===== src/rtl/mod_n_pkg.sv =====
// Shared types and defaults for the modulo-N counter family.
package mod_n_pkg;

  typedef enum logic [1:0] {
    ST_IDLE = 2'd0,
    ST_RUN  = 2'd1,
    ST_DONE = 2'd2
  } state_t;

  localparam int MOD_DEF    = 5;
  localparam int DIGITS_DEF = 2;

  function automatic int digit_width(input int m);
    return $clog2(m);
  endfunction

endpackage


===== src/rtl/mod_n_countdown_timer_if.sv =====
// Control/status bundle for the countdown timer; master drives commands, slave is the timer.
interface mod_n_countdown_timer_if
  import mod_n_pkg::*;
#(
  parameter int DIGITS = DIGITS_DEF,
  parameter int DW     = digit_width(MOD_DEF)
);

  // No valid/ready pairing: load and start are level-sampled every edge and
  // only take effect in IDLE; done and load_err are single-cycle pulses.
  logic                 load;
  logic [DIGITS*DW-1:0] load_val;
  logic                 start;
  logic                 pause;
  logic [DIGITS*DW-1:0] count;
  logic                 busy;
  logic                 done;
  logic                 load_err;
  state_t               state;

  modport master (
    output load, load_val, start, pause,
    input  count, busy, done, load_err, state
  );

  modport slave (
    input  load, load_val, start, pause,
    output count, busy, done, load_err, state
  );

endinterface


===== src/rtl/mod_down_digit.sv =====
// One base-MOD down-counting digit with parallel load and borrow output.
module mod_down_digit #(
  parameter int MOD = 5,
  parameter int DW  = 3
) (
  input  logic          clk,
  input  logic          rst,
  input  logic          ld,
  input  logic [DW-1:0] ld_val,
  input  logic          dec,
  output logic [DW-1:0] q,
  output logic          borrow_out
);

  assign borrow_out = dec & (q == '0);

  always_ff @(posedge clk) begin
    if (rst) begin
      q <= '0;
    end else if (ld) begin
      q <= ld_val;
    end else if (dec) begin
      q <= (q == '0) ? DW'(MOD - 1) : q - 1'b1;
    end
  end

endmodule


===== src/rtl/mod_n_countdown_timer.sv =====
// Multi-digit base-MOD countdown timer: load, start, count down with pause, pulse done.
module mod_n_countdown_timer
  import mod_n_pkg::*;
#(
  parameter int MOD    = MOD_DEF,
  parameter int DIGITS = DIGITS_DEF
) (
  input  logic                    clk,
  input  logic                    rst,
  mod_n_countdown_timer_if.slave  bus
);

  localparam int DW = digit_width(MOD);
  localparam int CW = DIGITS * DW;

  state_t          state, state_nx;
  logic            fields_ok;
  logic            ld_en;
  logic            cnt_zero;
  logic            cnt_one;
  logic            load_err_q;
  logic [CW-1:0]   q_all;
  logic [DIGITS-1:0] dec;
  logic [DIGITS-1:0] borrow;

  always_comb begin
    fields_ok = 1'b1;
    for (int i = 0; i < DIGITS; i++) begin
      if (32'(bus.load_val[i*DW +: DW]) >= 32'(MOD)) fields_ok = 1'b0;
    end
  end

  assign ld_en    = (state == ST_IDLE) && bus.load && fields_ok;
  assign cnt_zero = (q_all == '0);
  assign cnt_one  = (q_all == CW'(1));
  assign dec[0]   = (state == ST_RUN) && !bus.pause;

  for (genvar i = 0; i < DIGITS; i++) begin : g_dig
    mod_down_digit #(.MOD(MOD), .DW(DW)) u_dig (
      .clk        (clk),
      .rst        (rst),
      .ld         (ld_en),
      .ld_val     (bus.load_val[i*DW +: DW]),
      .dec        (dec[i]),
      .q          (q_all[i*DW +: DW]),
      .borrow_out (borrow[i])
    );
    if (i > 0) begin : g_chain
      assign dec[i] = borrow[i-1];
    end
  end

  // The FSM leaves RUN at count==1, so the top digit never borrows.
  a_no_underflow: assert property (@(posedge clk) disable iff (rst) !borrow[DIGITS-1]);

  always_ff @(posedge clk) begin
    if (rst) begin
      state      <= ST_IDLE;
      load_err_q <= 1'b0;
    end else begin
      state      <= state_nx;
      load_err_q <= (state == ST_IDLE) && bus.load && !fields_ok;
    end
  end

  always_comb begin
    state_nx = state;
    unique case (state)
      ST_IDLE: if (!bus.load && bus.start) state_nx = cnt_zero ? ST_DONE : ST_RUN;
      ST_RUN:  if (!bus.pause && cnt_one)  state_nx = ST_DONE;
      ST_DONE: state_nx = ST_IDLE;
      default: state_nx = ST_IDLE;
    endcase
  end

  assign bus.count    = q_all;
  assign bus.busy     = (state == ST_RUN);
  assign bus.done     = (state == ST_DONE);
  assign bus.load_err = load_err_q;
  assign bus.state    = state;

endmodule


===== src/flat_wrapper.sv =====
// flat-port wrapper written by rule: the top's interface ports become plain ports
module mod_n_countdown_timer_flat import mod_n_pkg::*;
#(
  parameter int MOD    = MOD_DEF,
  parameter int DIGITS = DIGITS_DEF
)
  (clk, rst, bus_load, bus_load_val, bus_start, bus_pause, bus_count, bus_busy, bus_done, bus_load_err, bus_state);
  mod_n_countdown_timer_if #(.DIGITS(DIGITS), .DW((3))) bus_i ();
  input  logic clk;
  input  logic rst;
  input wire logic [$bits(bus_i.load)-1:0] bus_load;
  input wire logic [$bits(bus_i.load_val)-1:0] bus_load_val;
  input wire logic [$bits(bus_i.start)-1:0] bus_start;
  input wire logic [$bits(bus_i.pause)-1:0] bus_pause;
  output wire logic [$bits(bus_i.count)-1:0] bus_count;
  output wire logic [$bits(bus_i.busy)-1:0] bus_busy;
  output wire logic [$bits(bus_i.done)-1:0] bus_done;
  output wire logic [$bits(bus_i.load_err)-1:0] bus_load_err;
  output wire logic [$bits(bus_i.state)-1:0] bus_state;
  assign bus_i.load = bus_load;
  assign bus_i.load_val = bus_load_val;
  assign bus_i.start = bus_start;
  assign bus_i.pause = bus_pause;
  assign bus_count = bus_i.count;
  assign bus_busy = bus_i.busy;
  assign bus_done = bus_i.done;
  assign bus_load_err = bus_i.load_err;
  assign bus_state = bus_i.state;
  mod_n_countdown_timer #(.MOD(MOD), .DIGITS(DIGITS)) u_core (.clk(clk), .rst(rst), .bus(bus_i));
endmodule

===== config.mk =====
export PLATFORM = sky130hd
export DESIGN_NAME = mod_n_countdown_timer_flat
export DESIGN_NICKNAME = d
export VERILOG_FILES = /design/src/rtl/mod_n_pkg.sv /design/src/rtl/mod_n_countdown_timer_if.sv /design/src/rtl/mod_down_digit.sv /design/src/rtl/mod_n_countdown_timer.sv /design/src/flat_wrapper.sv
export SDC_FILE = /design/constraint.sdc
export NUM_CORES = 1
export LEC_CHECK = 0
export ABC_AREA = 0
export BUFFER_PORTS_ARGS = -buffer_cell sky130_fd_sc_hd__buf_2
export CAP_MARGIN = 20
export CORE_AREA = 2 2 39 41
export CTS_CLUSTER_SIZE = 30
export DETAILED_ROUTE_END_ITERATION = 12
export DIE_AREA = 0 0 41 43
export PLACE_DENSITY = 0.79
export SYNTH_ARGS = -nofsm -noshare
export SYNTH_HDL_FRONTEND = slang
export SYNTH_HIERARCHICAL = 1
export SYNTH_SLANG_ARGS = --single-unit

===== constraint.sdc =====
create_clock -name clk -period 1.75 [get_ports clk]
set_input_delay 0.35 -clock clk [delete_from_list [all_inputs] [get_ports clk]]
set_output_delay 0.35 -clock clk [all_outputs]
set_load 0.005 [all_outputs]

==> impl_metrics.env <==
export IMPL_status="finished clean"
export IMPL_first_pass_grt_wire_length_mm=1.925
export IMPL_min_path_type="input pin to flip-flop"
export IMPL_overflow=0
export IMPL_critical_path_endpoint_type="flip-flop"
export IMPL_number_of_antenna_violations_at_the_first_check_in_global_routing=0
export IMPL_commonest_non_fill_non_tap_cell_in_the_layout="sky130_fd_sc_hd__buf_2"
export IMPL_start_util_pct=40.14
export IMPL_post_dp_hpwl_um=960.7
export IMPL_mappedNetlistArea_um2=555.5
export IMPL_holdWs_ps=347.1
export IMPL_routed_wire_length_per_instance_um=10.77
export IMPL_timing_hold_worst_start="bus_load_val[5]"
export IMPL_drv_max_cap_violation_count=0
export IMPL_cells_on_worst_hold_path=3
export IMPL_setup_viol=0
export IMPL_num_nets_final=109
export IMPL_timing_setup_critical_path_class="flip-flop to flip-flop"
export IMPL_timing_reg2reg_setup_slack_ps=200
export IMPL_chipWidth_um=41
export IMPL_ir_worst_vdd_mv=0.4286
export IMPL_worst_setup_path_startpoint="u_core/g_dig[0].u_dig/q[0]"
export IMPL_final_setup_skew_ps=3.664
export IMPL_io_buffers=21
export IMPL_layout_setup_ws_ps=198.0
export IMPL_finish_cell_count_without_fillers=111
export IMPL_final_min_clock_period_ps=1552
export IMPL_final_design_area_no_fill_um2=721.9
export IMPL_ys_warn_count=6
export IMPL_post_place_cells=107
export IMPL_required_ps=1900
export IMPL_floorplan_core_area_um2=1384
export IMPL_post_synth_inst_count=68
export IMPL_whs_endpoint="u_core/g_dig[1].u_dig/q[2]"
export IMPL_finalCritPeriodShare_pct=88.68
export IMPL_power_uw=570.1
export IMPL_nets_in_the_synthesized_netlist=81
export IMPL_max_clock_path_buffers=2
export IMPL_worst_r2r_startpoint="u_core/g_dig[0].u_dig/q[0]"
export IMPL_cts_buffers=3
export IMPL_postCtsSetupRepairBufs=0
export IMPL_drv_slew=0
export IMPL_critical_path_startpoint_type="flip-flop"
export IMPL_placement_setup_worst_slack_ps=194.5
export IMPL_die_h_um=43
export IMPL_layout_filler_cells=138
export IMPL_worstPathArrival_ps=1700
export IMPL_postRouteWirelength_mm=1.195
export IMPL_post_route_ant_nets=0
export IMPL_tns_ps=0
export IMPL_drt_pass1_iterations=4
export IMPL_register_area_um2=180.2
export IMPL_synthesis_area_per_instance_um2=8.170
export IMPL_die_area_um2=1763
export IMPL_tightestPinTransition_ps=263.8
export IMPL_routed_via_density=5.243
export IMPL_cts_hold_buf=0
export IMPL_weighted_congestion_at_the_end_of_routability_driven_global_placement=0.8212
export IMPL_mostFrequentLayoutCells="21 x sky130_fd_sc_hd__buf_2, 13 x sky130_fd_sc_hd__nor2_1, 9 x sky130_fd_sc_hd__dfxtp_1, 7 x sky130_fd_sc_hd__nor2b_1, 6 x sky130_fd_sc_hd__nor3_1"
export IMPL_antenna_cells_inserted=0
export IMPL_grt_pass1_vias=493
export IMPL_worst_r2r_cell_count=6
export IMPL_crit_fanout=8
export IMPL_num_rows=14
export IMPL_track_usage_pct=16.52
export IMPL_maximum_number_of_pins_on_one_net_before_global_route_repair=13
export IMPL_design_portCount=22
export IMPL_clk_transition_reported_paths_ps=70
export IMPL_cts_root_buf="sky130_fd_sc_hd__clkbuf_4"
export IMPL_final_util_pct=52.17
export IMPL_timing_final_hold_violations=0
export IMPL_power_density_cell_area_nw_per_um2=789.7
export IMPL_drt_first_iter_violations=13
export IMPL_clkLatencyLatePin_ps=260
export IMPL_routed_via_count=582
export IMPL_post_dp_cell_area_um2=695.7
export IMPL_multi_input_gate_area_um2=364.1
export IMPL_area_growth_synth_to_finish_pct=29.95
export IMPL_max_slew_margin_pct=82.41
export IMPL_clkSinkCount=9
export IMPL_clock_tree_htree_level_count=1
export IMPL_clock_tree_from_tritoncts="yes"
export IMPL_post_cts_gate_resize_count=0
export IMPL_grt_setup_unrepaired="false"
export IMPL_timing_fmax_ghz=0.6443
export IMPL_power_static_leakage_nw=0.3250
export IMPL_route_detailed_drc=0
export IMPL_layout_drive_gt1_share_pct=36.84
export IMPL_rr_endpoint="u_core/g_dig[1].u_dig/q[1]"
## flip-flops by register name, summed over array words and instances (netlist names)
register,flops
u_core/g_dig.u_dig/q,6
u_core/bus.state,2
u_core/bus.load_err,1
## worst max-delay path: stages, from the launching register on
cell                       delay [ps]
sky130_fd_sc_hd__dfxtp_1          460
sky130_fd_sc_hd__nor2_1            90
sky130_fd_sc_hd__ha_1             200
sky130_fd_sc_hd__and2_2           210
sky130_fd_sc_hd__and2_1           160
sky130_fd_sc_hd__a221oi_1         240
sky130_fd_sc_hd__nor3_1            80
## report_power, final
part / internal, mW / total (mW) / switching, mW
clock: 0.0880 / 0.164 / 0.0762
sequential: 0.222 / 0.243 / 0.0203
combinational: 0.0806 / 0.163 / 0.0826
total: 0.391 / 0.570 / 0.179
## how the worst max path moves through the flow
stage | to | slack [ps] | cells past startpoint
2_1_floorplan | u_core/g_dig[1].u_dig/q[1] | 240 | 6
3_3_place_gp | u_core/g_dig[1].u_dig/q[1] | 270 | 6
3_5_place_dp | u_core/g_dig[1].u_dig/q[1] | 190 | 6
4_1_cts | u_core/g_dig[1].u_dig/q[1] | 190 | 6
5_1_grt | u_core/g_dig[1].u_dig/q[1] | 40 | 6
6_report | u_core/g_dig[1].u_dig/q[1] | 200 | 6
## final cells by class
class / instances / share of cell area, %
clock buffers: 4 / 3.640
inverters: 3 / 1.560
multi-input cells: 56 / 50.43
flip-flops and latches: 9 / 24.96
well taps: 16 / 2.773
repair buffers: 23 / 16.64
## metal layers
| metal | GRT usage, % | part of all wire [%] | wire, µm |
|---|---|---|---|
| met5 | 0 | 0 | 0 |
| met4 | 12.00 | 2.4 | 29 |
| met3 | 1.571 | 9.7 | 116 |
| met2 | 25.94 | 47 | 558 |
| met1 | 19.48 | 41 | 489 |
Power figures use the tool's default switching activity.
